$ cat config.mk
export PLATFORM = sky130hd
export DESIGN_NAME = uart_tx_fifo
export DESIGN_NICKNAME = d
export VERILOG_FILES = /design/src/rtl/uart_tx_fifo.sv
export SDC_FILE = /design/constraint.sdc
export NUM_CORES = 1
export LEC_CHECK = 0
export ABC_AREA = 1
export CORE_MARGIN = 1.5
export CORE_UTILIZATION = 25
export CTS_CLUSTER_SIZE = 28
export DETAILED_ROUTE_END_ITERATION = 8
export GPL_ROUTABILITY_DRIVEN = 0
export SYNTH_ARGS = -nofsm -noshare
export SYNTH_HDL_FRONTEND = slang
export SYNTH_SLANG_ARGS = --single-unit
$ cat constraint.sdc
create_clock -name clk -period 5.4 [get_ports clk]
set_input_delay 1.08 -clock clk [delete_from_list [all_inputs] [get_ports clk]]
set_output_delay 1.08 -clock clk [all_outputs]
set_load 0.01 [all_outputs]
$ cat src/rtl/uart_tx_fifo.sv
// Buffered 8-bit UART transmitter: byte FIFO feeding an LSB-first serialiser.
// Define UART_TX_PARITY_EN to add an even-parity bit (8E1 instead of 8N1).
module uart_tx_fifo #(
   parameter int DEPTH_LOG2  = 4,
   parameter int DEFAULT_DIV = 106
) (
   input  logic                  clk,
   input  logic                  reset,
   input  logic                  cfg_div_we,
   input  logic [31:0]           cfg_div_di,
   output logic [31:0]           cfg_div_do,
   input  logic                  in_valid,
   output logic                  in_ready,
   input  logic [7:0]            in_data,
   output logic                  tx,
   output logic                  busy,
   output logic [DEPTH_LOG2:0]   level
);

   localparam int DEPTH = 1 << DEPTH_LOG2;
   localparam logic [DEPTH_LOG2:0] FULL = (DEPTH_LOG2+1)'(DEPTH);

   typedef enum logic [2:0] {
      S_IDLE,
      S_START,
      S_DATA,
`ifdef UART_TX_PARITY_EN
      S_PARITY,
`endif
      S_STOP
   } state_t;

   logic [7:0]            mem [DEPTH];
   logic [DEPTH_LOG2-1:0] wr_ptr;
   logic [DEPTH_LOG2-1:0] rd_ptr;
   logic [DEPTH_LOG2:0]   level_q;
   logic [31:0]           div_q;

   state_t      state_q, state_n;
   logic [7:0]  sh_q, sh_n;
   logic [2:0]  idx_q, idx_n;
   logic [31:0] cnt_q, cnt_n;
   logic [31:0] bdiv_q, bdiv_n;
   logic        tx_q, tx_n;
   logic        push, pop, bit_end;

   assign push    = in_valid && in_ready;
   assign bit_end = (cnt_q == bdiv_q - 32'd1);

   assign in_ready   = (level_q != FULL);
   assign busy       = (state_q != S_IDLE) || (level_q != '0);
   assign level      = level_q;
   assign tx         = tx_q;
   assign cfg_div_do = div_q;

   // tx is registered: tx_n is the line value for the state being entered
   always_comb begin
      state_n = state_q;
      sh_n    = sh_q;
      idx_n   = idx_q;
      cnt_n   = cnt_q + 32'd1;
      bdiv_n  = bdiv_q;
      tx_n    = tx_q;
      pop     = 1'b0;
      unique case (state_q)
         S_IDLE: begin
            cnt_n = '0;
            tx_n  = 1'b1;
            if (level_q != '0) begin
               pop     = 1'b1;
               sh_n    = mem[rd_ptr];
               bdiv_n  = div_q;
               state_n = S_START;
               tx_n    = 1'b0;
            end
         end
         S_START: begin
            if (bit_end) begin
               cnt_n   = '0;
               idx_n   = '0;
               state_n = S_DATA;
               tx_n    = sh_q[0];
            end
         end
         S_DATA: begin
            if (bit_end) begin
               cnt_n = '0;
               if (idx_q == 3'd7) begin
`ifdef UART_TX_PARITY_EN
                  state_n = S_PARITY;
                  tx_n    = ^sh_q;
`else
                  state_n = S_STOP;
                  tx_n    = 1'b1;
`endif
               end else begin
                  idx_n = idx_q + 3'd1;
                  tx_n  = sh_q[idx_q + 3'd1];
               end
            end
         end
`ifdef UART_TX_PARITY_EN
         S_PARITY: begin
            if (bit_end) begin
               cnt_n   = '0;
               state_n = S_STOP;
               tx_n    = 1'b1;
            end
         end
`endif
         S_STOP: begin
            if (bit_end) begin
               cnt_n = '0;
               // chain straight into the next start bit when data waits
               if (level_q != '0) begin
                  pop     = 1'b1;
                  sh_n    = mem[rd_ptr];
                  bdiv_n  = div_q;
                  state_n = S_START;
                  tx_n    = 1'b0;
               end else begin
                  state_n = S_IDLE;
                  tx_n    = 1'b1;
               end
            end
         end
         default: begin
            cnt_n   = '0;
            state_n = S_IDLE;
            tx_n    = 1'b1;
         end
      endcase
   end

   always_ff @(posedge clk) begin
      if (reset) begin
         state_q <= S_IDLE;
         sh_q    <= '0;
         idx_q   <= '0;
         cnt_q   <= '0;
         bdiv_q  <= 32'(DEFAULT_DIV);
         tx_q    <= 1'b1;
      end else begin
         state_q <= state_n;
         sh_q    <= sh_n;
         idx_q   <= idx_n;
         cnt_q   <= cnt_n;
         bdiv_q  <= bdiv_n;
         tx_q    <= tx_n;
      end
   end

   always_ff @(posedge clk) begin
      if (reset) begin
         wr_ptr  <= '0;
         rd_ptr  <= '0;
         level_q <= '0;
      end else begin
         if (push) wr_ptr <= wr_ptr + 1'b1;
         if (pop)  rd_ptr <= rd_ptr + 1'b1;
         case ({push, pop})
            2'b10:   level_q <= level_q + 1'b1;
            2'b01:   level_q <= level_q - 1'b1;
            default: level_q <= level_q;
         endcase
      end
   end

   always_ff @(posedge clk) begin
      if (push) mem[wr_ptr] <= in_data;
   end

   always_ff @(posedge clk) begin
      if (reset) begin
         div_q <= 32'(DEFAULT_DIV);
      end else if (cfg_div_we) begin
         div_q <= (cfg_div_di < 32'd2) ? 32'd2 : cfg_div_di;
      end
   end

endmodule

# Word level (Yosys, flattened, before mapping)
# Memories as Yosys holds them, arrays and structs flattened. A register that Yosys moved wholly into a read port is not among the register bits.
# Index checks and enable logic that the tools add are counted.
# W data, S select, Z words.
# word_totals
ff_bits,124
ramBits,128
input_bits,44
word_cells,83
mem_count,1
# op_classes
add_sub_neg,7
magnitude_cmp,2
n_eq_ne,14
muxes,34
bitwise,1
n_reduce_logical,14
# memory_table
name,words,word_bits,read_ports,rd_ports_with_merged_regs,write_ports,line_no,text
mem,16,8,1,1,1,33,logic [7:0] mem [DEPTH];
# ops
operator,count
$mux W32,3
$pmux W32 S2,1
$add A32 B1 Y32 const B,1
$eq A32 B32 Y1,1
$lt A32 B2 Y1 const B,1
$sub A32 B1 Y32 const B,1
$mux W3,8
$mux W8,2
$pmux W8 S2,1
$ne A2 B2 Y1 const B,6
$pmux W3 S4,1
$mux W1,11
$pmux W5 S2,1
$add A4 B1 Y4 const B,2
$mux W4,2
$eq A3 B2 Y1 const B,2
$pmux W3 S2,1
$reduce_bool A2 Y1,3
$reduce_or A3 Y1,2
$add A5 B1 Y5 const B,1
$ne A5 B5 Y1 const B,1
$reduce_and A5 Y1,1
$reduce_bool A5 Y1,1
$sub A5 B1 Y5 const B,1
17 further kinds,17

# Depth between registers and ports, before layout
# Gate-level depths: netlist (run 1).
# logic_depth
word_depth,6
depth_mapped,31

# Least setup slack after synthesis (run 1)
# Ideal clock, no wire load.
# synth_timing
path_kind,register to register
start,reg bdiv_q[0]
end,"reg level_q[4], in the netlist level[4]"
arrival_time_ns,2.877
required_time_ns,5.268
slack_ns,2.391
path_stages_with_launch,29
path_buffers,1
synth_period_minus_slack_ns,3.009
cell_sequence,dfxtp_1 -> inv_2 -> ha_1 -> nand3_2 -> nor2_2 -> nand2_1 -> o21ai_0 -> nand2_1 -> nand2_1 -> nand2_1 -> nor2_1 -> nand2_1 -> nor2_1 -> nand3_1 -> nand2_2 -> ha_1 -> clkbuf_1 -> nand2_1 -> inv_1 -> nor2_1 -> ha_1 -> inv_1 -> nand2_1 -> nand2_1 -> nand2_1 -> nand2_1 -> nand2_1 -> nand2_1 -> a21oi_1
# synth_between
elab_chain_cells,6
elab_cells_between_ends,8
classes_between,add/sub: 1; eq/ne: 3; mux: 3; reduce/logical: 1
# synth_rtl
item,line_no,text
start: declaration,43,"logic [31:0] bdiv_q, bdiv_n;"
start signal: assignment,141,bdiv_q <= 32'(DEFAULT_DIV);
start signal: assignment,148,bdiv_q <= bdiv_n;
$sub A32 B1 Y32 (*),48,assign bit_end = (cnt_q == bdiv_q - 32'd1);
$eq A32 B32 Y1 (*),48,
$mux W1 (*),112,if (bit_end) begin
$pmux W1 S2 (*),65,unique case (state_q)
via pop,45,"logic push, pop, bit_end;"
$eq A2 B1 Y1 or $eq A2 B2 Y1 (tied branches),161,"case ({push, pop})"
$pmux W5 S2 or $reduce_bool A2 Y1 (tied branches),-,
end signal: assignment,162,2'b10: level_q <= level_q + 1'b1;
end signal: assignment,163,2'b01: level_q <= level_q - 1'b1;
end signal: assignment,164,default: level_q <= level_q;
end: declaration,36,logic [DEPTH_LOG2:0] level_q;
# The timed path passes the listed nets; every way through them passes the cells marked *.
# A chain may end at the register's enable or synchronous reset.

# Worst setup path after layout (run 1)
# layout_timing
start,reg bdiv_q[0]
end,reg sh_q[0]
# layout_between
elab_chain_cells,4
# layout_rtl
item,line_no,text
$sub A32 B1 Y32,48,
$eq A32 B32 Y1,48,
$ne A2 B2 Y1 (no line),-,
$reduce_and A2 Y1 (no line),-,
end signal: assignment,145,sh_q <= sh_n;
end: declaration,40,"logic [7:0] sh_q, sh_n;"
# Every way passes these cells.

==> impl_results.md, run 1 <==
* Drt drc at 0
* Reg power frac at 0.383
* Flops & latches, synth at 255
* Area of all placed cells without fillers at 14500 um2
* Vias in the first global route at 9596
* Die Outline Area at 49700 um2
* Library cell with the largest summed area after synthesis: edfxtp_1
* Top cells by count, synth: nand2_1, nor2_1, o21ai_0, inv_1, edfxtp_1
* Vias post-DR at 9653
* Crit Reg-Reg Startpoint: bdiv_q[0]
* Most area-consuming cells after synthesis: edfxtp_1, dfxtp_1, nand2_1, nor2_1, o21ai_0
* Total global routing overflow at 0
* Endpoint with the worst hold slack: cnt_q[0]
* Post-DRT Antenna Nets at 0
* Tcrit/Tclk final at 0.713
* Wire length of the first global-routing pass at 49800 um
* Class of the worst hold path: flop to flop
* Synthesized netlist net count at 1480
* Clk network pwr share at 0.300
* Int Pwr at 4.08 mW
* Htree depth at 1
* Reg2Reg Capture Point: sh_q[0]
* Wire length reported by the detailed router at 30700 um
* Syn Inst Count at 1421
* Total of hold buffers inserted after clock tree synthesis at 0
* Routed wire length per instance at 14.4 um
* Data required, critical path at 5.86 ns
* Primary FF master, synth: edfxtp_1
* Final-report hold violation count at 0
* Post-synthesis average cell area at 8.51 um2
* Sw power at 2.35 mW
* Count of buffers added by post-CTS timing repair for setup at 0
* Pre-Repair DR Iteration Count at 5
* Distinct cell type count after synthesis at 45
* Transition at the pin with the smallest max-transition slack at 1.19 ns
* Multi-input gate area in the final layout at 4950 um2
* Number of DRC markers after the initial detailed-route iteration at 650
* Placement-stage cell area at 13500 um2
* Critical Setup Path Class: flop to flop
* Slack of the worst reg-to-reg path at 1.55 ns
* Synthesized cell area at 12100 um2
* Sequential element share of the synthesized area at 0.528
* Die X-Extent at 223 um
* Buffers added on ports at 83
* Largest net degree at the start of global routing at 78
* Max FO, Critical Path at 52
* Row cnt at 80
* Clk_lat worst skew at 0.55 ns
* Total Nets Final at 1550
* Die boundary height at 223 um
* Antenna violations before repair at 0
* Total leakage power at 5.47 nW
* Share of layout cells above drive strength 1 at 0.0655
* GR Util All Layers at 0.123
* Peak supply drop at 297 uV
* Total negative setup slack at 0 ns
* Synth async-reset ratio at 0
* Max Root-Sink Buffers at 3
* Sequential cell area at 6390 um2
* Number of enable flip-flop cells after synthesis at 128
* Power density cells at 445 nW/um2
* Depth of the worst register-to-register path at 16
* Total number of yosys warnings at 0
* Clock tree from TritonCTS: yes
* Count of final setup violators at 0
* Startpoint of the lowest-slack hold path: cnt_q[0]
* Filler instances at 4982
* Share of the synthesized area in the top cell type at 0.318
* Critical path data arrival time at 4.31 ns
* Rel. slew slack at 0.200
* Cells resized by post-CTS repair at 0
* Logic gate share of total power at 0.317
* Clock root buffer: clkbuf_16
* Clock tree sinks at 255
* Initial Utilization at 0.253
* Number of top-level pins at 84
* Worst-case hold slack at 0.466 ns
* Number of CTS-inserted buffers at 29
* Half-perimeter wire length of the detailed placement result at 21900 um
* Cell with the most instances after synthesis: nand2_1
* Mean number of vias per cell at 4.54
* Number of max-cap violations at 0
* Total Power Consumption at 6.43 mW
* Switching portion of total power at 0.366
* Highest clock rate at 260 MHz
* Type of element capturing the critical path: flop
* Layout area overhead at 19.7%
* Worst hold path stage count at 1
* Status: finished clean
* Element type at the critical path start: flop
* Post-route core utilization at 0.303
* Unrepaired setup endpoints after global routing: no
* Number of slew-limit violations in the final report at 0
* Standard cell core area at 47700 um2
* Clock transition at the registers of the reported paths at 0.06 ns
* Min Tclk post-route at 3.85 ns
* Fin Clk Skew at 0.0118 ns
* Antenna diode count at 0
==> worst max path at each step <==
stage | startpoint | end | slack (ns) | cells after the start
after CTS | bdiv_q[0] | sh_q[0] | 1.50 | 16
after floorplan | bdiv_q[0] | level[4] | 2.39 | 28
after global routing | bdiv_q[0] | sh_q[2] | 1.12 | 16
after detailed placement | bdiv_q[0] | sh_q[0] | 1.52 | 16
after global placement | bdiv_q[0] | sh_q[7] | 1.58 | 16
final | bdiv_q[0] | sh_q[0] | 1.55 | 16
==> metrics by stage <==
| step | cells | setup slack [ns] |
|---|---|---|
| floorplan | 1421 | 2.39 |
| global placement | 2075 | 1.58 |
| detailed placement | 2075 | 1.52 |
| CTS | 2127 | 1.50 |
| global route | 2127 | 1.12 |
| finish | 2127 | 1.55 |
==> flip-flops by register name, summed over array words and instances, names as in the netlist, named ones only <==
| register | flops |
|---|---|
| mem | 128 |
| sh_q | 8 |
| idx_q | 3 |
| wr_ptr | 4 |
| rd_ptr | 4 |
| level | 5 |
| state_q | 2 |
| cfg_div_do | 32 |
| cnt_q | 32 |
| tx | 1 |
| bdiv_q | 32 |
==> routing by layer <==
metal	global-route usage	vias up	share of wire
met5	0	-	0
met4	0.0270	0	0.019
met3	0.0195	38	0.040
met2	0.221	192	0.49
met1	0.154	4525	0.45
li1	-	4898	-
==> critical path: stages, from the launching register on <==
cell and delay (ns):
dfxtp_1 0.32, inv_2 0.09, ha_1 0.23, nand3_2 0.18, nor2_2 0.25, nand2_1 0.19, nand2_1 0.13, nand3_1 0.07
a2111oi_0 0.43, nand3_1 0.23, nor3_2 0.24, nand2_1 0.14, nand2_2 0.11, nand2_4 0.28, inv_2 0.55, nand2_1 0.12
a21oi_1 0.15
==> power by group through the flow <==
stage	registers [mW]	logic, mW	clock network [mW]
floorplan	2.40	1.58	0
global placement	2.50	2.02	0
detailed placement	2.50	2.05	0
CTS	2.46	2.06	1.98
global route	2.50	2.34	2.06
finish	2.46	2.04	1.93
==> cell families after synthesis <==
family | count (synthesis) | share of synthesized area
AOI/OAI and AO/OA | 269 | 0.118
xor gates and xnor gates | 42 | 0.0304
adders and majority gates | 15 | 0.0155
buffers and inverters | 193 | 0.0621
DFF | 255 | 0.528
muxes | 32 | 0.0265
and+or+nand+nor | 615 | 0.220
==> area by class of cell <==
cell class / count / share of cell area
clock inverters: 19 / 0.0129
multi-input cells: 973 / 0.342
well taps: 615 / 0.0532
clock buffers: 33 / 0.0519
repair buffers: 90 / 0.0611
flip-flops and latches: 255 / 0.442
inverters: 142 / 0.0368
==> placed cells by master (no fill, tap or decap), types with 4 or more instances in the layout <==
cell type        synthesis  layout
or2_2                    5       5
edfxtp_1               128     128
xnor2_1                  9       9
clkinvlp_4               0       4
ha_1                    15      15
dfxtp_1                127     125
o211ai_1                14      14
inv_2                    9      10
nor4_1                  12      12
nor2_4                   4       4
clkinv_2                 0       9
mux2i_1                 32      32
a21oi_1                 79      79
buf_4                    1       7
nand2_1                239     239
inv_1                  132     131
o21ai_0                150     150
nand3_1                 56      56
nor2_2                   8       8
nand4_1                 15      15
nand2_2                  6       6
nor3_1                  19      19
nor3b_1                  9       9
clkbuf_16                0      29
clkdlybuf4s50_1          0      83
nor2_1                 229     229
xor2_1                  33      33
o22ai_1                  7       7
o21ai_1                  8       8
(Power assumes the default switching activity.)
==> inputs of run 2 (changes only) <==
Clock period 5.4 ns to 4 ns, I/O delays scaled along.
==> run 2 against run 1 <==
Against the previous run: sequential power is 35% higher; sequential share of layout area is 0.070 points lower; routed wire length is 2.1% higher; count of clock-buffer cells in the layout is 1 higher.
==> impl_results.md, run 2 (synthesis results as in run 1) <==
* Status: finished clean
* GR Util All Layers at 0.125
* Number of top-level pins at 84
* Drt drc at 0
* Register with the most flip-flops: mem
* Transition at the pin with the smallest max-transition slack at 1.06 ns
* Peak supply drop at 394 uV
* Total Nets Final at 1558
* Class of the worst hold path: flop to flop
* Clk_lat worst skew at 0.55 ns
* Total Power Consumption at 8.65 mW
* Vias post-DR at 9705
* Critical path data arrival time at 3.99 ns
* Fin Clk Skew at 0.00833 ns
* Total global routing overflow at 0
* Type of element capturing the critical path: flop
* Slack of the worst reg-to-reg path at 0.49 ns
* Number of slew-limit violations in the final report at 0
* Die X-Extent at 223 um
* Met2 capacity usage during global routing at 0.220
* Max Root-Sink Buffers at 3
* Die Outline Area at 49700 um2
* Largest net degree at the start of global routing at 75
* Critical Setup Path Class: flop to flop
* Share of layout cells above drive strength 1 at 0.0671
* Clock root buffer: clkbuf_16
* Data required, critical path at 4.48 ns
* Number of CTS-inserted buffers at 27
* Count of final setup violators at 0
* Number of flip-flops under the largest register name at 128
* Antenna violations before repair at 0
* Wire length reported by the detailed router at 31300 um
* Vias in the first global route at 9363
* Number of max-cap violations at 0
* Final-report hold violation count at 0
* Most frequent standard cell in the layout excluding fill and tap cells: nand2_1
* Post-DRT Antenna Nets at 0
* Antenna diode count at 0
* Layout area overhead at 19.8%
* Wire length of the first global-routing pass at 50200 um
* Fin cells at 2134
* Clock transition at the registers of the reported paths at 0.06 ns
* Post-route core utilization at 0.303
* Met1 layer usage reported by global route at 0.161
* Power density cells at 597 nW/um2
* Initial Utilization at 0.253
* Half-perimeter wire length of the detailed placement result at 22200 um
* Htree depth at 1
* Rel. slew slack at 0.290
* Cells after DPL at 2085
* Grt peak-use layer: met2
* Total negative setup slack at 0 ns
* Max FO, Critical Path at 9
* Commonest cells after routing, fill and taps aside: nand2_1, nor2_1, o21ai_0
* Met3 track demand over resource at 0.0194
* Tcrit/Tclk final at 0.877
* Number of DRC markers after the initial detailed-route iteration at 594
* Mean number of vias per cell at 4.55
* Worst-case hold slack at 0.462 ns
* Row cnt at 80
* Total of hold buffers inserted after clock tree synthesis at 0
* Total leakage power at 5.49 nW
* Routed wire length per instance at 14.7 um
* Clock tree sinks at 255
* Pre-Repair DR Iteration Count at 7
* Standard cell core area at 47700 um2
* Clock tree from TritonCTS: yes
* Min Tclk post-route at 3.51 ns
* Die boundary height at 223 um
* Unrepaired setup endpoints after global routing: no
* Buffers added on ports at 83
* Element type at the critical path start: flop
* Highest clock rate at 285 MHz
run 2: changes by cell type in the layout (fill, tap and decap cells not counted), sizes merged:
cell	change
clkinvlp	-1
clkinv	-3
clkbuf	+1
buf	+10
run 2: final timing paths:
path,startpoint,to,cells past startpoint
max,bdiv_q[0],level[4],26
min,cnt_q[0],cnt_q[0],1
max reg2reg,bdiv_q[0],level[4],26
min reg2reg,cnt_q[0],cnt_q[0],1
run 2: cell type report:
| cell class | instances | area, um2 |
|---|---|---|
| fill | 4959 | 33300 |
| sequential | 255 | 6390 |
| multi-input combinational | 973 | 4950 |
| timing repair buffer | 100 | 958 |
| tap | 615 | 769 |
| clock buffer | 34 | 722 |
| inverter | 142 | 533 |
| clock inverter | 15 | 159 |
run 2: critical path, cell delays in order, from the launching register on:
cell,delay (ns)
dfxtp_1,0.32
inv_2,0.10
ha_1,0.24
nand3_2,0.17
nor2_4,0.25
nand3_2,0.14
xor2_1,0.27
inv_1,0.07
nand2_1,0.12
nand2_1,0.06
nor2_1,0.08
nand2_1,0.06
nor2_1,0.10
nand3_1,0.14
nand2_2,0.16
ha_2,0.26
nor2_1,0.05
nor2_1,0.16
ha_1,0.18
inv_1,0.04
nand2_1,0.08
nand2_1,0.07
nand2_1,0.06
nand2_1,0.05
nand2_1,0.05
nand2_1,0.04
a21oi_1,0.11
run 2: where the power goes:
part	internal [mW]	total, mW	switching, mW
clock	1.47	2.50	1.03
sequential	3.00	3.31	0.312
combinational	0.997	2.84	1.84
run 2: per-layer routing:
metal	up-vias	routed length, um
li1	4915	-
met1	4533	14200
met2	212	15000
met3	45	1430
met4	0	643
met5	-	0
run 2: timing repair:
action / 4_1_cts / 5_1_grt
setup buffers: 0 / 0
gates resized for setup: 0 / 1
endpoints found under the setup margin: 0 / 1
run 2: metrics by stage:
stage / setup WS [ns] / cell area (um2)
global placement: 0.621 / 13600
finish: 0.491 / 14500
global route: 0.0394 / 14500
CTS: 0.519 / 14500
detailed placement: 0.543 / 13600
floorplan: 0.991 / 12100
